==> config.mk <==
export PLATFORM = sky130hd
export DESIGN_NAME = avsddac_seq
export DESIGN_NICKNAME = d
export VERILOG_FILES = /design/src/rtl/avsddac_seq.sv
export SDC_FILE = /design/constraint.sdc
export NUM_CORES = 1
export LEC_CHECK = 0
export ABC_AREA = 1
export CAP_MARGIN = 15
export CORE_MARGIN = 3
export CORE_UTILIZATION = 30
export CTS_BUF_LIST = sky130_fd_sc_hd__clkbuf_8
export CTS_CLUSTER_DIAMETER = 120
export DETAILED_ROUTE_END_ITERATION = 8
export PLACE_DENSITY_LB_ADDON = 0.12
export SYNTH_ARGS = -nofsm -noshare
export SYNTH_HDL_FRONTEND = slang
export SYNTH_SLANG_ARGS = --single-unit
==> constraint.sdc <==
create_clock -name clk -period 2.6 [get_ports clk]
set_input_delay 0.52 -clock clk [delete_from_list [all_inputs] [get_ports clk]]
set_output_delay 0.52 -clock clk [all_outputs]
set_load 0.02 [all_outputs]
==> src/rtl/avsddac_seq.sv <==
// avsddac_seq -- update sequencer for a bank of avsddac converters.
//
// Each channel has a shadow register, which is written through a valid/ready port,
// and a target register. An UPDATE pulse copies all shadows into the targets
// together. The outputs then move to the targets in one of two ways:
//   LOAD : all outputs jump to their targets on the next edge.
//   RAMP : each output moves at most STEP codes per cycle toward its target.
// DONE pulses for one cycle when the outputs reach the committed targets.
//
// Optional feature: define AVSDDAC_SEQ_RAMP_EN to build the RAMP state and the
// slew limiter. If the macro is not defined, the ramp input and STEP are ignored
// and every update takes the LOAD path.
//
// Ports:
//   clk        clock; every state change happens on the rising edge
//   rst_n      asynchronous reset, active low
//   wr_valid   request to write a shadow register
//   wr_ready   the block accepts a write this cycle (low in LOAD and during reset)
//   wr_ch      index of the target channel; an index >= CHANNELS is accepted and dropped
//   wr_data    code to store in the shadow register
//   update     copy all shadows into the targets (write-through with a write on the same edge)
//   ramp       sampled with update: 1 = slew-limited ramp, 0 = immediate load
//   d_out      packed channel codes; channel 0 is in bits WIDTH-1:0
//   busy       high whenever the state is not IDLE
//   done       one-cycle pulse when the outputs reach their targets
//   dbg_state  current FSM state (0 = IDLE, 1 = LOAD, 2 = RAMP)
//
// Handshake: a write takes place on a rising edge where wr_valid and wr_ready
// are both 1. wr_ready does not depend on wr_valid. wr_valid may be raised or
// dropped at any time, and a write is never held back for a later edge.
module avsddac_seq #(
  parameter int WIDTH    = 10,
  parameter int CHANNELS = 2,
  parameter int STEP     = 4,
  localparam int CH_W    = (CHANNELS > 1) ? $clog2(CHANNELS) : 1
) (
  input  logic                      clk,
  input  logic                      rst_n,
  input  logic                      wr_valid,
  output logic                      wr_ready,
  input  logic [CH_W-1:0]           wr_ch,
  input  logic [WIDTH-1:0]          wr_data,
  input  logic                      update,
  input  logic                      ramp,
  output logic [CHANNELS*WIDTH-1:0] d_out,
  output logic                      busy,
  output logic                      done,
  output logic [1:0]                dbg_state
);

  localparam logic [WIDTH-1:0] STEP_W = WIDTH'(STEP);

`ifdef AVSDDAC_SEQ_RAMP_EN
  typedef enum logic [1:0] {S_IDLE = 2'd0, S_LOAD = 2'd1, S_RAMP = 2'd2} state_t;
`else
  typedef enum logic [1:0] {S_IDLE = 2'd0, S_LOAD = 2'd1} state_t;
`endif

  state_t           state_q, state_d;
  logic [WIDTH-1:0] shadow_q [CHANNELS];
  logic [WIDTH-1:0] shadow_d [CHANNELS];
  logic [WIDTH-1:0] target_q [CHANNELS];
  logic [WIDTH-1:0] target_d [CHANNELS];
  logic [WIDTH-1:0] dout_q   [CHANNELS];
  logic [WIDTH-1:0] dout_d   [CHANNELS];
  logic             wr_ready_q, wr_ready_d;
  logic             done_q, done_d;
  logic             wr_fire;
  logic             upd_fire;

  assign wr_fire  = wr_valid & wr_ready_q;
  // An update during LOAD is ignored. In IDLE and RAMP it captures the targets.
  assign upd_fire = update & (state_q != S_LOAD);

`ifdef AVSDDAC_SEQ_RAMP_EN
  logic [WIDTH-1:0] step_val [CHANNELS];
  logic             all_reached;

  // Slew limiter: each channel moves by min(STEP, |target - current|), so it
  // cannot overshoot. The two branches keep the subtraction non-negative.
  always_comb begin
    all_reached = 1'b1;
    for (int c = 0; c < CHANNELS; c++) begin
      if (target_q[c] > dout_q[c]) begin
        step_val[c] = ((target_q[c] - dout_q[c]) > STEP_W) ? (dout_q[c] + STEP_W) : target_q[c];
      end else begin
        step_val[c] = ((dout_q[c] - target_q[c]) > STEP_W) ? (dout_q[c] - STEP_W) : target_q[c];
      end
      if (step_val[c] != target_q[c]) all_reached = 1'b0;
    end
  end
`else
  // Without the ramp feature these inputs have no effect.
  logic unused_cfg;
  assign unused_cfg = ^{ramp, STEP_W};
`endif

  // State register
  always_ff @(posedge clk or negedge rst_n) begin
    if (!rst_n) state_q <= S_IDLE;
    else        state_q <= state_d;
  end

  // Next-state logic
  always_comb begin
    state_d = state_q;
    case (state_q)
`ifdef AVSDDAC_SEQ_RAMP_EN
      S_IDLE: if (update) state_d = ramp ? S_RAMP : S_LOAD;
      // A retarget keeps the ramp running, even if the old targets were just reached.
      S_RAMP: if (!update && all_reached) state_d = S_IDLE;
`else
      S_IDLE: if (update) state_d = S_LOAD;
`endif
      S_LOAD: state_d = S_IDLE;
      default: state_d = S_IDLE;
    endcase
  end

  // Datapath next values
  always_comb begin
    for (int c = 0; c < CHANNELS; c++) begin
      // An out-of-range wr_ch matches no channel, so the write is dropped.
      shadow_d[c] = shadow_q[c];
      if (wr_fire && (int'(wr_ch) == c)) shadow_d[c] = wr_data;
      // shadow_d already holds a write on this edge, which gives write-through.
      target_d[c] = upd_fire ? shadow_d[c] : target_q[c];
      dout_d[c]   = dout_q[c];
      if (state_q == S_LOAD) dout_d[c] = target_q[c];
`ifdef AVSDDAC_SEQ_RAMP_EN
      if (state_q == S_RAMP) dout_d[c] = step_val[c];
`endif
    end
    done_d = (state_q == S_LOAD);
`ifdef AVSDDAC_SEQ_RAMP_EN
    if ((state_q == S_RAMP) && !update && all_reached) done_d = 1'b1;
`endif
    wr_ready_d = (state_d != S_LOAD);
  end

  always_ff @(posedge clk or negedge rst_n) begin
    if (!rst_n) begin
      for (int c = 0; c < CHANNELS; c++) begin
        shadow_q[c] <= '0;
        target_q[c] <= '0;
        dout_q[c]   <= '0;
      end
      wr_ready_q <= 1'b0;
      done_q     <= 1'b0;
    end else begin
      for (int c = 0; c < CHANNELS; c++) begin
        shadow_q[c] <= shadow_d[c];
        target_q[c] <= target_d[c];
        dout_q[c]   <= dout_d[c];
      end
      wr_ready_q <= wr_ready_d;
      done_q     <= done_d;
    end
  end

  // Outputs
  always_comb begin
    d_out = '0;
    for (int c = 0; c < CHANNELS; c++) d_out[c*WIDTH +: WIDTH] = dout_q[c];
    busy      = (state_q != S_IDLE);
    done      = done_q;
    wr_ready  = wr_ready_q;
    dbg_state = state_q;
  end

endmodule

Word-level counts from Yosys, hierarchy flattened
Cells that the tools add are included.
{"block": "word_totals", "reg_bits": 64, "in_bits": 16, "out_inout_bits": 25}
{"block": "op_classes", "eq_ne": 3, "muxes": 4, "bitwise": 3, "reduce_logical": 4}
{"cell": "2-to-1 mux 10 bit", "n": 2}
{"cell": "2-to-1 mux 2 bit", "n": 2}
{"cell": "inequality test 2 x 1 -> 1 bit (second input constant)", "n": 2}
{"cell": "bitwise AND 1 bit", "n": 2}
{"cell": "equality test 2 x 1 -> 1 bit (second input constant)", "n": 1}
{"cell": "logical AND 1 bit", "n": 2}
{"cell": "logical NOT 2 bit", "n": 1}
{"cell": "nonzero test 2 bit", "n": 1}
{"cell": "inverter 1 bit", "n": 1}

Depth between registers and ports, before layout
Gate-level depths: netlist of the first run.
{"block": "logic_depth", "depth_word": 3, "ltp_mapped": 7, "mapped_depth_nobuf": 6}

Worst setup path after synthesis of the first run
Ideal clock, no wire load.
{"block": "synth_path", "path_type": "reg-to-output", "startpoint": "register state_q[1] (netlist: dbg_state[1])", "endpoint": "output port busy", "arrival_time_ns": 0.729, "t_required_ns": 2.080, "setup_slack_ns": 1.351, "path_stages_with_launch": 3, "path_buffers": 0, "cell_sequence": "dfrtp_1 inv_1 nand2_1"}
{"block": "synth_via", "elab_chain_len": 1}
{"item": "from (decl)", "line_no": "59", "rtl": "state_t state_q, state_d;"}
{"item": "from (signal assigned)", "line_no": "101", "rtl": "else state_q <= state_d;"}
{"item": "nonzero test 2 bit", "line_no": "165", "rtl": "busy = (state_q != S_IDLE);"}
{"item": "to (decl)", "line_no": "46", "rtl": "output logic busy,"}
No other way between the ends.

Worst setup path in the final report of the first run
Ends and elaborated chain as after synthesis.

==> impl_metrics.json, run 1 <==
{
  "grt_pass1_wl_microns": 9630,
  "grt_pass1_vias": 1904,
  "portBuffers": 39,
  "grt_max_degree": 24,
  "antenna_left": 0,
  "cts_tree": "done",
  "boundaryPins": 41,
  "synth_area_sq_um": 2640,
  "synth_cells": 301,
  "htree_levels": 3,
  "drv_cap": 0,
  "finClkSkew_ns": 0.00807,
  "cp_max_fo": 3,
  "clk_pin_slew_ns": 0.07,
  "syn_area_per_cell_sq_um": 8.78,
  "crit_family": "buffers and inverters",
  "ys_types": 13,
  "p_leak_nw": 1.73,
  "dp.cells": 439,
  "tightest_slew_ns": 0.544,
  "cp_slowest_cell": "clkdlybuf4s50_1",
  "preCtsSetupSlack_ns": 0.508,
  "grt_use_total_pct": 12.7,
  "postCtsSetupBuffers": 0,
  "critPathKind": "flip-flop to output pin",
  "vias": 1917,
  "max_freq_mhz": 496,
  "dpl_cell_area_sq_um": 3140,
  "core_area_sq_um": 8380,
  "start_util_pct": 31.5,
  "ys_seq_area_share_pct": 60.6,
  "wire_per_inst_microns": 12.2,
  "instances_no_fill": 455,
  "required_ns": 2.08,
  "rows": 33,
  "post-route-min-period_ns": 2.01,
  "min_path_type": "input port to asynchronous set/reset pin",
  "drc_errors": 0,
  "p_total_mw": 2.80,
  "fin_crit_sh_pct": 77.5,
  "holdBufCountCts": 0,
  "slew_violations": 0,
  "timing.hold.ws_ns": 0.120,
  "synth_warnings": 0,
  "vias_per_cell": 4.21,
  "cts_made_buffers": 9,
  "tritoncts_num_sinks": 64,
  "drive_gt1_share_pct": 8.00,
  "die_area_sq_um": 9970,
  "relSlewSlack_pct": 63.6,
  "syn-num-nets": 317,
  "cts_resized": 0,
  "fin_tns_setup_ns": 0,
  "die_x_microns": 99.9,
  "slowest_delay_ns": 0.60,
  "arrival_ns": 1.49,
  "end_kind": "output pin",
  "clockRootBuffer": "clkbuf_8",
  "dpl.hpwl_microns": 3780,
  "fin_util_pct": 40.3,
  "ir_worst_vdd_v": 0.000290,
  "rsz0062_at_grt": "no",
  "layout_commonest_cell": "nand2_1",
  "cp_cell_sequence": "inv_1, nand2_1, clkdlybuf4s50_1",
  "p_per_area_nw_per_um2": 828,
  "finalHoldViolations": 0,
  "cts_buffer_depth": 2,
  "grt.overflow.total": 0,
  "grt_antenna_before_repair": 0,
  "setup_viol": 0,
  "most-common-layout-cells": "nand2_1, dfrtp_1, clkdlybuf4s50_1",
  "drt_iter0_drc": 91,
  "clk_latency_ns": 0.34,
  "fin_nets": 361,
  "synthToLayoutAreaGrowth_pct": 27.7,
  "worst-path-buf-inv": 2,
  "die-height_microns": 99.9,
  "gp_congestion": 0.759,
  "final_area_sq_um": 3380,
  "diodes": 0,
  "setup_ws_ns": 0.585,
  "ys_ff_latch": 64,
  "routed_wl_microns": 5570,
  "status": "completed",
  "drt-pass1-iter-count": 5,
  "critPathLaunchType": "flip-flop"
}
-- sequential cells by signal (all words and copies together), names as in the netlist --
register and flops:
d_out 20, shadow_q 20, target_q 20, dbg_state 2, done 1, wr_ready 1
-- cell usage after synthesis --
cell type    n  area share (%)
dfrtp_1     64              61
and2_1      20             4.7
inv_1       34             4.8
nand2_1    132              19
nand3_1     20             3.8
nand3_2      2            0.76
inv_2        3            0.43
nor2_4       3             1.3
nor2_1       1            0.14
buf_2       10             1.9
nand4_1     10             2.4
buf_4        1            0.28
conb_1       1            0.14
-- power by group --
group	switching, mW	internal [mW]	total [mW]
clock	0.383	0.630	1.01
combinational	0.298	0.246	0.544
sequential	0.0749	1.16	1.24
total	0.756	2.04	2.80
-- final timing paths --
| path | slack [ns] | startpoint | cells after the start | to |
|---|---|---|---|---|
| hold reg to reg | 0.47 | d_out[14] | 2 | d_out[14] |
| hold / removal | 0.12 | rst_n | 1 | target_q[11] |
| setup reg to reg | 1.08 | dbg_state[1] | 5 | target_q[7] |
| setup / recovery | 0.59 | dbg_state[1] | 3 | busy |
| max in group asynchronous | 1.78 | rst_n | 2 | shadow_q[9] |
| min in group clk | 0.47 | d_out[14] | 2 | d_out[14] |
-- kinds of logic (layout without fill, tap and decap cells) --
| logic type | count (synthesis) | count (layout) | synth area share [%] |
|---|---|---|---|
| buffers and inverters | 48 | 97 | 7.43 |
| DFF | 64 | 64 | 60.6 |
| and+or+nand+nor | 188 | 188 | 31.8 |
| other | 1 | 1 | 0.142 |
-- layout make-up --
type,count,area (sq um)
fillers,885,5010
flip-flops and latches,64,1600
multi-input cells,189,845
repair buffers,44,423
inverters,37,139
well taps,105,131
clock buffers,9,124
clock inverters,7,113
-- per-layer routing --
metal / global-route usage, % / wire, microns / vias up
li1: - / - / 999
met1: 18.2 / 2900 / 874
met2: 17.1 / 2340 / 37
met3: 5.07 / 244 / 7
met4: 4.41 / 87 / 0
met5: 0 / 0 / -
(Power assumes the default switching activity.)
==> run 2, diff against run 1 <==
==> constraint.sdc (replaced) <==
create_clock -name clk -period 1.7 [get_ports clk]
set_input_delay 0.34 -clock clk [delete_from_list [all_inputs] [get_ports clk]]
set_output_delay 0.34 -clock clk [all_outputs]
set_load 0.02 [all_outputs]
==> run 2 against run 1 <==
The run now ends with negative hold slack left. Register-to-register slack lost 0.62 ns. First-iteration DRC count shrank 22%. Final cell count grew 1.1%. Routed wire length is essentially flat. Global-route usage shrank 0.13 points. Clock power grew 73%. Clock-buffer cell count is the same. Non-clock buffer count grew 5. Total power grew 60%. Largest cell class unchanged.
==> impl_metrics.json, run 2 (synthesized netlist as in run 1, its figures left out) <==
{
  "status": "finished, violations left",
  "violations": "negative hold slack",
  "htree_levels": 3,
  "finalHoldViolations": 6,
  "min_path_type": "input port to asynchronous set/reset pin",
  "drv_cap": 0,
  "ir_worst_vdd_v": 0.000446,
  "wl_met2_microns": 2410,
  "layout_commonest_cell": "nand2_1",
  "drt_iter0_drc": 71,
  "synthToLayoutAreaGrowth_pct": 31.5,
  "slew_violations": 0,
  "grt_max_degree": 65,
  "drc_errors": 0,
  "vias": 1919,
  "cp_slowest_cell": "clkdlybuf4s50_1",
  "postCtsSetupBuffers": 0,
  "max_freq_mhz": 608,
  "p_leak_nw": 1.80,
  "end_kind": "output pin",
  "tritoncts_num_sinks": 64,
  "cp.depth": 1,
  "die_x_microns": 99.9,
  "worst-path-buf-inv": 1,
  "crit_family": "buffers and inverters",
  "required_ns": 1.36,
  "vias_per_cell": 4.17,
  "grt_use_total_pct": 12.5,
  "wl_met3_microns": 225,
  "fin_nets": 366,
  "dpl.hpwl_microns": 3780,
  "die_area_sq_um": 9970,
  "clk_latency_ns": 0.34,
  "finClkSkew_ns": 0.00613,
  "setup_viol": 0,
  "arrival_ns": 1.30,
  "cts_buffer_depth": 2,
  "gp_congestion": 0.777,
  "clk_pin_slew_ns": 0.08,
  "clockRootBuffer": "clkbuf_8",
  "core_area_sq_um": 8380,
  "drt-pass1-iter-count": 4,
  "grt_antenna_before_repair": 0,
  "rr_worst_depth": 5,
  "rows": 33,
  "routed_wl_microns": 5570,
  "fin_util_pct": 41.5,
  "met1_length_microns": 2850,
  "fin_tns_setup_ns": 0,
  "cts_tree": "done",
  "diodes": 0,
  "cp_cell_sequence": "clkdlybuf4s50_1",
  "critPathKind": "flip-flop to output pin",
  "grt_pass1_vias": 1983,
  "grt_pass1_wl_microns": 9670,
  "wire_per_inst_microns": 12.1,
  "grt.overflow.total": 0,
  "top_layer": "met4",
  "boundaryPins": 41,
  "cp_max_fo": 2,
  "cts_made_buffers": 9,
  "start_util_pct": 31.5,
  "drive_gt1_share_pct": 9.86,
  "critPathLaunchType": "flip-flop",
  "timing.hold.ws_ns": -0.00652,
  "antenna_left": 0,
  "most-common-layout-cells": "nand2_1, dfrtp_1, inv_1",
  "post-route-min-period_ns": 1.64,
  "die-height_microns": 99.9,
  "slowest_delay_ns": 0.61,
  "p_per_area_nw_per_um2": 1290,
  "fin_crit_sh_pct": 96.7,
  "rsz0062_at_grt": "no",
  "portBuffers": 39
}
[run 2: timing repair]
item / 4_1_cts / 5_1_grt
pin swaps: 0 / 0
endpoints found under the hold margin: 0 / 0
endpoints found under the setup margin: 2 / 3
hold buffers: 0 / 0
gates resized for setup: 2 / 3
[run 2: through the flow]
step | instances | worst slack [ns] | hold WS [ns] | cell area, sq um | power, mW
after detailed placement | 444 | 0.0106 | 0.386 | 3200 | 2.79
after global routing | 460 | 0.00116 | 0.00840 | 3470 | 4.74
after global placement | 444 | 0.0241 | 0.384 | 3200 | 2.78
after CTS | 460 | 0.0154 | 0.0120 | 3470 | 4.55
final | 460 | 0.0561 | -0.00652 | 3470 | 4.49
after floorplan | 301 | 0.564 | 0.0444 | 2640 | 2.39
[run 2: worst paths after layout]
kind | startpoint | endpoint | slack [ns]
worst min register to register | d_out[2] | d_out[2] | 0.47
min in group clk | d_out[2] | d_out[2] | 0.47
worst max-delay path | d_out[17] | d_out[17] | 0.06
worst min-delay path | rst_n | d_out[5] | -0.007
max in group asynchronous | rst_n | shadow_q[7] | 1.40
worst max register to register | wr_ready | shadow_q[18] | 0.46
[run 2: area by class of cell]
class	instances	area (sq um)
Fill cell	889	4910
Timing Repair Buffer	49	490
Tap cell	105	131
Inverter	37	139
Clock buffer	9	124
Clock inverter	7	144
Multi-Input combinational cell	189	845
Sequential cell	64	1600
[run 2: routing by layer]
metal | vias up | global-route usage (%)
met5 | - | 0
met4 | 0 | 5.78
met3 | 7 | 3.75
met2 | 32 | 17.9
met1 | 878 | 17.5
li1 | 1002 | -
[run 2: power breakdown]
part | internal (mW) | switching [mW] | leakage, nW
Sequential | 1.78 | 0.113 | 0.748
Combinational | 0.387 | 0.459 | 0.930
Clock | 1.12 | 0.623 | 0.126
Total | 3.29 | 1.19 | 1.80
